===== src/rtl/uart_pkg.sv =====
// Shared constants and state type for the UART-to-register-bus bridge.
// Command/response bytes are ASCII so a terminal session can drive the link by hand.
package uart_pkg;

  localparam logic [7:0] CmdWrite = 8'h57;
  localparam logic [7:0] CmdRead  = 8'h52;
  localparam logic [7:0] RspOk    = 8'h4B;
  localparam logic [7:0] RspErr   = 8'h45;

  typedef enum logic [2:0] {
    ST_IDLE,
    ST_ADDR,
    ST_DATA,
    ST_BUS_REQ,
    ST_BUS_WAIT,
    ST_RESP
  } bridge_state_e;

endpackage


===== src/rtl/uart_bus_bridge.sv =====
// Decodes W/R command frames from the UART byte stream into single register-bus
// transactions and streams the response frame back to the transmitter.
//
// state       | meaning
// ST_IDLE     | waiting for a command byte
// ST_ADDR     | collecting address bytes, MSB first
// ST_DATA     | collecting write-data bytes, MSB first
// ST_BUS_REQ  | bus_req_o high until granted
// ST_BUS_WAIT | read granted, waiting for rvalid
// ST_RESP     | streaming the response shift register to tx
module uart_bus_bridge
  import uart_pkg::*;
#(
  parameter int unsigned AddrWidth     = 16,
  parameter int unsigned DataWidth     = 16,
  parameter int unsigned TimeoutCycles = 1_000_000
) (
  input  logic                 clk_i,
  input  logic                 rst_ni,
  input  logic                 rx_dv_i,
  input  logic [7:0]           rx_data_i,
  output logic                 tx_valid_o,
  output logic [7:0]           tx_data_o,
  input  logic                 tx_ready_i,
  output logic                 bus_req_o,
  output logic                 bus_we_o,
  output logic [AddrWidth-1:0] bus_addr_o,
  output logic [DataWidth-1:0] bus_wdata_o,
  input  logic                 bus_gnt_i,
  input  logic                 bus_rvalid_i,
  input  logic [DataWidth-1:0] bus_rdata_i,
  output logic                 busy_o,
  output logic                 overrun_o
);

  localparam int unsigned AddrBytes = AddrWidth / 8;
  localparam int unsigned DataBytes = DataWidth / 8;
  localparam int unsigned MaxBytes  = (AddrBytes > DataBytes) ? AddrBytes : DataBytes;
  localparam int unsigned CntW      = $clog2(MaxBytes + 1);
  localparam int unsigned TmoW      = $clog2(TimeoutCycles + 1);

  bridge_state_e        state_q, state_d;
  logic                 we_q, we_d;
  logic [AddrWidth-1:0] addr_q, addr_d;
  logic [DataWidth-1:0] wdata_q, wdata_d;
  logic [DataWidth-1:0] rsp_q, rsp_d;
  logic                 single_q, single_d;
  logic [CntW-1:0]      cnt_q, cnt_d;
  logic [TmoW-1:0]      tmo_q, tmo_d;
  logic                 overrun_q, overrun_d;
  logic                 tmo_hit;
  logic                 rsp_last;

  // Timeout fires on the clock that would bring the idle count up to TimeoutCycles.
  assign tmo_hit  = ((state_q == ST_ADDR) || (state_q == ST_DATA)) &&
                    (tmo_q == TmoW'(TimeoutCycles - 1));
  assign rsp_last = single_q || (cnt_q == CntW'(DataBytes - 1));

  always_comb begin
    state_d   = state_q;
    we_d      = we_q;
    addr_d    = addr_q;
    wdata_d   = wdata_q;
    rsp_d     = rsp_q;
    single_d  = single_q;
    cnt_d     = cnt_q;
    tmo_d     = '0;
    overrun_d = overrun_q;

    if (rx_dv_i && ((state_q == ST_BUS_REQ) || (state_q == ST_BUS_WAIT) ||
                    (state_q == ST_RESP))) begin
      overrun_d = 1'b1;
    end

    case (state_q)
      ST_IDLE: begin
        if (rx_dv_i) begin
          cnt_d = '0;
          if ((rx_data_i == CmdWrite) || (rx_data_i == CmdRead)) begin
            we_d    = (rx_data_i == CmdWrite);
            state_d = ST_ADDR;
          end else begin
            rsp_d    = DataWidth'(RspErr) << (DataWidth - 8);
            single_d = 1'b1;
            state_d  = ST_RESP;
          end
        end
      end
      ST_ADDR: begin
        if (tmo_hit) begin
          cnt_d   = '0;
          state_d = ST_IDLE;
        end else if (rx_dv_i) begin
          addr_d = (addr_q << 8) | AddrWidth'(rx_data_i);
          if (cnt_q == CntW'(AddrBytes - 1)) begin
            cnt_d   = '0;
            state_d = we_q ? ST_DATA : ST_BUS_REQ;
          end else begin
            cnt_d = cnt_q + CntW'(1);
          end
        end else begin
          tmo_d = tmo_q + TmoW'(1);
        end
      end
      ST_DATA: begin
        if (tmo_hit) begin
          cnt_d   = '0;
          state_d = ST_IDLE;
        end else if (rx_dv_i) begin
          wdata_d = (wdata_q << 8) | DataWidth'(rx_data_i);
          if (cnt_q == CntW'(DataBytes - 1)) begin
            cnt_d   = '0;
            state_d = ST_BUS_REQ;
          end else begin
            cnt_d = cnt_q + CntW'(1);
          end
        end else begin
          tmo_d = tmo_q + TmoW'(1);
        end
      end
      ST_BUS_REQ: begin
        if (bus_gnt_i) begin
          cnt_d = '0;
          if (we_q) begin
            rsp_d    = DataWidth'(RspOk) << (DataWidth - 8);
            single_d = 1'b1;
            state_d  = ST_RESP;
          end else if (bus_rvalid_i) begin
            rsp_d    = bus_rdata_i;
            single_d = 1'b0;
            state_d  = ST_RESP;
          end else begin
            state_d = ST_BUS_WAIT;
          end
        end
      end
      ST_BUS_WAIT: begin
        if (bus_rvalid_i) begin
          rsp_d    = bus_rdata_i;
          single_d = 1'b0;
          cnt_d    = '0;
          state_d  = ST_RESP;
        end
      end
      ST_RESP: begin
        if (tx_ready_i) begin
          if (rsp_last) begin
            cnt_d   = '0;
            state_d = ST_IDLE;
          end else begin
            cnt_d = cnt_q + CntW'(1);
            rsp_d = rsp_q << 8;
          end
        end
      end
      default: state_d = ST_IDLE;
    endcase
  end

  always_ff @(posedge clk_i or negedge rst_ni) begin
    if (!rst_ni) begin
      state_q   <= ST_IDLE;
      we_q      <= 1'b0;
      addr_q    <= '0;
      wdata_q   <= '0;
      rsp_q     <= '0;
      single_q  <= 1'b0;
      cnt_q     <= '0;
      tmo_q     <= '0;
      overrun_q <= 1'b0;
    end else begin
      state_q   <= state_d;
      we_q      <= we_d;
      addr_q    <= addr_d;
      wdata_q   <= wdata_d;
      rsp_q     <= rsp_d;
      single_q  <= single_d;
      cnt_q     <= cnt_d;
      tmo_q     <= tmo_d;
      overrun_q <= overrun_d;
    end
  end

  assign tx_valid_o  = (state_q == ST_RESP);
  assign tx_data_o   = rsp_q[DataWidth-1 -: 8];
  assign bus_req_o   = (state_q == ST_BUS_REQ);
  assign bus_we_o    = we_q;
  assign bus_addr_o  = addr_q;
  assign bus_wdata_o = wdata_q;
  assign busy_o      = (state_q != ST_IDLE);
  assign overrun_o   = overrun_q;

endmodule


===== config.mk =====
export PLATFORM = sky130hd
export DESIGN_NAME = uart_bus_bridge
export DESIGN_NICKNAME = d
export VERILOG_FILES = /design/src/rtl/uart_pkg.sv /design/src/rtl/uart_bus_bridge.sv
export SDC_FILE = /design/constraint.sdc
export NUM_CORES = 1
export LEC_CHECK = 0
export ABC_CLOCK_PERIOD_IN_PS = 2050
export BUFFER_PORTS_ARGS = -buffer_cell sky130_fd_sc_hd__buf_2
export CELL_PAD_IN_SITES_DETAIL_PLACEMENT = 1
export CELL_PAD_IN_SITES_GLOBAL_PLACEMENT = 2
export CORE_UTILIZATION = 33
export CTS_BUF_LIST = sky130_fd_sc_hd__clkbuf_4
export DETAILED_ROUTE_END_ITERATION = 10
export PLACE_DENSITY = 0.88
export SLEW_MARGIN = 10
export SYNTH_ARGS = -nofsm -noshare
export SYNTH_HDL_FRONTEND = slang
export SYNTH_SLANG_ARGS = --single-unit

===== constraint.sdc =====
create_clock -name clk_i -period 2.05 [get_ports clk_i]
set_input_delay 0.205 -clock clk_i [delete_from_list [all_inputs] [get_ports clk_i]]
set_output_delay 0.205 -clock clk_i [all_outputs]
set_load 0.05 [all_outputs]

## After elaboration in Yosys (flattened, before gate mapping)

Index checks and enable logic that the tools add are counted.

- Register bits: 76
- Input bits: 30

- $add $sub $neg: 2
- Equality and inequality tests: 21
- Multiplexer cells: 42
- Bitwise gates (word level): 3
- Reductions and logical operators: 20

Operators with widths:

| kind | number |
|---|---|
| 16-bit two-way mux | 7 |
| 16-bit case mux with 4 select lines | 1 |
| 20-bit two-way mux | 3 |
| 3-bit two-way mux | 12 |
| 16-bit by 8-bit OR with 16-bit output | 2 |
| 20-bit by 1-bit adder with 20-bit output (second input constant) | 1 |
| 20-bit equality test (second input constant) | 1 |
| 3-bit case mux with 6 select lines | 1 |
| 8-bit by 7-bit equality test with 1-bit output (second input constant) | 2 |
| 2-bit two-way mux | 8 |
| 6-bit AND reduction | 2 |
| 2-bit case mux with 5 select lines | 1 |
| 3-bit AND reduction | 3 |
| 9-bit AND reduction | 1 |
| 1-bit two-way mux | 8 |
| 2-bit != test (second input constant) | 4 |
| 3-bit by 2-bit equality test with 1-bit output (second input constant) | 2 |
| 3-bit equality test (second input constant) | 2 |
| 2-bit by 1-bit != test with 1-bit output (second input constant) | 3 |
| 3-bit by 2-bit != test with 1-bit output (second input constant) | 2 |
| 3-bit != test (second input constant) | 2 |
| 3-bit nonzero test | 2 |
| 1-bit logical OR | 5 |
| 5-bit nonzero test | 1 |
| 11 further kinds | 12 |

## Longest topological paths before layout

- Word-level depth: 5
- Gate-level depth with buffers: 8
- Mapped depth without buffers: 7

## Least setup slack after synthesis

OpenSTA, ideal clock, no wires.

- Path type: register to register
- From: reg tmo_q[2]
- To: reg state_q[0]
- Arrival: 1810 ps
- Required time: 1925 ps
- Path slack: 116 ps
- Stages on the path, launching flop included: 8
- Path buffers: 2
- Clock period less this slack: 1934 ps
- Cell sequence: dfrtp_1 and4_1 buf_6 and2_4 buf_6 a211o_1 o221ai_2 mux2_2

- Cells in the longest elaborated chain, start to end: 4
- Elaborated cells on any way between the ends: 10
- Those cells by class: eq/ne: 5; mux: 3; reduce/logical: 2

Ends and longest elaborated chain:

| what | line | source |
|---|---|---|
| start: declaration | uart_bus_bridge.sv:49 | `logic [TmoW-1:0] tmo_q, tmo_d;` |
| start signal: assignment | uart_bus_bridge.sv:179 | `tmo_q <= tmo_d;` |
| 20-bit equality test (*) | uart_bus_bridge.sv:56 | `(tmo_q == TmoW'(TimeoutCycles - 1));` |
| 1-bit logical AND (*) | uart_bus_bridge.sv:55 | `assign tmo_hit = ((state_q == ST_ADDR) \|\| (state_q == ST_DATA)) &&` |
| 3-bit by 2-bit != test with 1-bit output (no source line), or another cell as far along | -- |  |
| 9-bit AND reduction (no source line) / 3-bit case mux with 6 select lines (equally long branches) | -- |  |
| end signal: assignment | uart_bus_bridge.sv:172 | `state_q <= state_d;` |
| end: declaration | uart_bus_bridge.sv:42 | `bridge_state_e state_q, state_d;` |

Every way passes the cells marked *; elsewhere a longest branch is shown, timed or not.
A chain may end at the register's enable or synchronous reset.

## Worst setup path in the final report

- From: reg tmo_q[8]
- To: reg addr_q[7] (netlist: bus_addr_o[7])

- Cells in the longest elaborated chain, start to end: 4

Ends and longest elaborated chain:

| what | line | source |
|---|---|---|
| 20-bit equality test | uart_bus_bridge.sv:56 |  |
| 1-bit logical AND | uart_bus_bridge.sv:55 |  |
| 1-bit NOT (no source line) | -- |  |
| 3-bit AND reduction (no source line) | -- |  |
| end signal: assignment | uart_bus_bridge.sv:174 | `addr_q <= addr_d;` |
| end: declaration | uart_bus_bridge.sv:44 | `logic [AddrWidth-1:0] addr_q, addr_d;` |

No other way between the ends.

==> reports/metrics.cfg <==
[sta]
min_period_ns = 1.98
rsz0062_at_grt = yes
tightestPinTransition_ns = 0.472
hold_viol_final = 0
finalWorstSetupSlack_ns = 0.0747
fmax_mhz = 506
drv_slew = 0
finClkSkew_ns = 0.0140
min_period_over_period_pct = 96.4
setup_viol = 0
slew_headroom_pct = 68.6

[yosys]
syn_nets = 355
synth_xor_area_share_pct = 4.01
yosys.area_share.simple_pct = 16.1
syn_area_per_cell_sq_um = 11.5
synth_compound_area_share_pct = 12.1
synth_top_family_by_area = simple AND/OR/NAND/NOR gates
ys_seq_area_share_pct = 51.3
synth_edf_count = 0
synth_area_sq_um = 3710
synthArstFlopShare_pct = 100
synth_cells = 322
synthAdderAreaFrac_pct = 1.01
synth_seq_cells = 76
synth_top_flop_cell = dfrtp_1
synth_cell_types = 51
synthMuxAreaShare_pct = 10.6
ys_warn_count = 0

[critical_path]
cp-end-kind = register
start_kind = register
ff2ff_path_depth = 5
critPathSlowestCell = dfrtp_1
worstSetupPathType = register to register
reg2reg_from = tmo_q[8]
slowest_delay_ns = 0.41
cp_cell_sequence = nor4b_2 > and4_4 > nand2_2 > nand3b_4 > mux2_2
worstPathRequired_ns = 2.38
rr_endpoint = bus_addr_o[7]
crit_fanout = 16
critPathArrivalTime_ns = 2.31
r2r_setup_slack_ns = 0.07

[power_and_ir_drop]
p_int_uw = 3840
p_sw_uw = 3630
power_frac_clock_pct = 14.4
vdd_ir_drop_max_uv = 1060
seq_power_share_pct = 32.2
pwr-share-comb_pct = 53.3
switching_share_pct = 48.6
finalPower_uw = 7470
power-per-cell-area_nw_per_um2 = 1620
p_leak_uw = 0.00209

[global_routing]
grt_overflow_total = 0
grt_max_degree = 45
grt_pass1_vias = 3046
grt_usage_pct = 17.0
grt_pass1_wl_um = 15300
antenna_found_initial = 0

[clock_tree]
clkTransAtPathRegs_ns = 0.13
clock_sinks = 76
clockBufferDepth = 2
cts-buffers-inserted = 9
clk_latency_ns = 0.44
cts-root-buf = clkbuf_4
cts_tree = built
htreeDepth = 3

[routing]
drc = 0
dr.pass1.iters = 5
drtAntennaViolNets = 0
avgViaCountPerCell = 5.04
post_drt_wl_per_cell_um = 16.4
drt_iter0_drc = 146
vias = 2850
drt-total-wl_um = 9270

[layout]
n_fill_cell = 1210
fin_nets = 454
n_antenna_cell = 0
drive_above_1_share_pct = 38.5
area_growth_pct = 24.5
final_util_pct = 42.4

[floorplan]
start_util_pct = 34.1
die_w_um = 108
num_io_pins = 75
dieHeight_um = 108
rows = 38
die_area_sq_um = 11700
core_sq_um = 10900

[place]
place_congestion = 0.755
io_buffers = 74
dpl.hpwl_um = 6680
dp_slack_ns = -0.178

[hold_path]
hold_start = rx_data_i[4]
worstHoldEndpoint = bus_addr_o[4]
hold_path_depth = 2
min_path_type = input port to register

[job]
maxCapViolCount = 0

[run_status]
status = completed

## through the flow
stage	setup TNS (ns)	area, sq um	hold WS [ns]	instances
after global routing	-0.320	4620	0.00259	566
after global placement	-2.34	4280	0.193	536
after detailed placement	-4.82	4280	0.198	536
after CTS	0	4580	0.00230	564
final	0	4620	0.0288	566
after floorplan	0	3710	-0.0906	322
## synth_stat cells, types with 2 or more instances
library cell	number	share of area, %
dfrtp_1	76	51
mux2_2	35	11
nor2_1	26	2.6
a22o_1	15	3.5
nand2_1	14	1.4
a21oi_1	13	1.8
xnor2_1	10	2.4
buf_4	9	1.8
nand3_1	9	1.2
nor3_1	9	1.2
o21ai_0	9	1.2
buf_2	7	0.94
inv_1	7	0.71
xor2_1	7	1.7
or3_1	6	1.0
and2_1	5	0.84
o2bb2ai_1	5	1.2
buf_6	4	1.2
nand2b_1	4	0.67
nand3b_1	4	0.81
nand4_1	4	0.67
and3_1	3	0.51
and4_1	3	0.71
ha_1	3	1.0
nor2b_1	3	0.51
nor3b_1	3	0.61
a222oi_1	2	0.54
a32o_1	2	0.54
clkbuf_1	2	0.20
o22ai_1	2	0.34
## power groups by stage
stage / combinational, uW / sequential, uW / clock (uW)
final: 3980 / 2410 / 1080
after detailed placement: 3910 / 2430 / 0
after floorplan: 2000 / 3420 / 0
after CTS: 3950 / 2410 / 1110
after global routing: 4220 / 2490 / 1180
after global placement: 3820 / 2390 / 0
## what timing repair did
item,CTS,global route
hold endpoints to repair,43,0
resized for setup,6,5
buffers inserted,0,2
setup endpoints to repair,39,49
pin swaps,0,4
hold buffers,12,0
## placed cells by master, fill, tap and decap left out, drive strengths merged, types with 4 or more instances in the layout
master | synthesis | final
mux2 | 35 | 35
nand2b | 4 | 4
nor3 | 9 | 9
dfrtp | 76 | 76
nor2 | 26 | 26
nand4 | 5 | 5
o21ai | 10 | 10
and2 | 6 | 6
or3 | 6 | 6
xnor2 | 10 | 10
dlygate4sd3 | 0 | 12
a21oi | 13 | 13
nand3 | 9 | 9
a22o | 15 | 15
buf | 20 | 98
inv | 7 | 8
nand3b | 5 | 5
nand2 | 15 | 15
o2bb2ai | 5 | 5
clkbuf | 2 | 9
xor2 | 7 | 7
## layer usage
| metal | share of wire (%) | track usage, % | vias up |
|---|---|---|---|
| li1 | - | - | 1361 |
| met2 | 47 | 27.0 | 60 |
| met3 | 5.1 | 3.92 | 9 |
| met1 | 46 | 22.4 | 1420 |
| met4 | 1.1 | 6.46 | 0 |
| met5 | 0 | 0 | - |
## logic make-up (layout without fill, tap and decap cells)
group | after synthesis | after routing
and+or+nand+nor | 102 | 102
AOI/OAI and AO/OA | 60 | 60
DFF | 76 | 76
adders and majority gates | 3 | 3
xor gates and xnor gates | 17 | 17
buffers and inverters | 29 | 133
muxes | 35 | 35
## flip-flops by register name, summed over array words and instances, names as in the netlist
name	flops
single_q	1
bus_we_o	1
cnt_q	2
overrun_o	1
rsp_q	16
tmo_q	20
bus_addr_o	16
bus_wdata_o	16
state_q	3
## worst max path at each step
stage | from | end | depth (start not counted)
2_1_floorplan | tmo_q[2] | state_q[0] | 7
3_3_place_gp | tmo_q[8] | bus_wdata_o[4] | 5
3_5_place_dp | tmo_q[8] | bus_wdata_o[3] | 5
4_1_cts | tmo_q[8] | bus_wdata_o[8] | 5
5_1_grt | cnt_q[1] | rsp_q[15] | 7
6_report | tmo_q[8] | bus_addr_o[7] | 5
## final cells by class
cell class | instances | area (sq um) | share of cell area, %
clock buffers | 9 | 67.6 | 1.46
clock inverters | 7 | 98.8 | 2.14
inverters | 7 | 30.0 | 0.650
multi-input cells | 217 | 1650 | 35.7
flip-flops and latches | 76 | 1900 | 41.2
well taps | 140 | 175 | 3.79
repair buffers | 110 | 692 | 15.0
## worst max-delay path, delay by kind of cell (launching register included)
kind	cells	cell delay [ns]
DFF	1	0.41
and+or+nand+nor	4	1.10
muxes	1	0.37
Power figures use the tool's default switching activity.
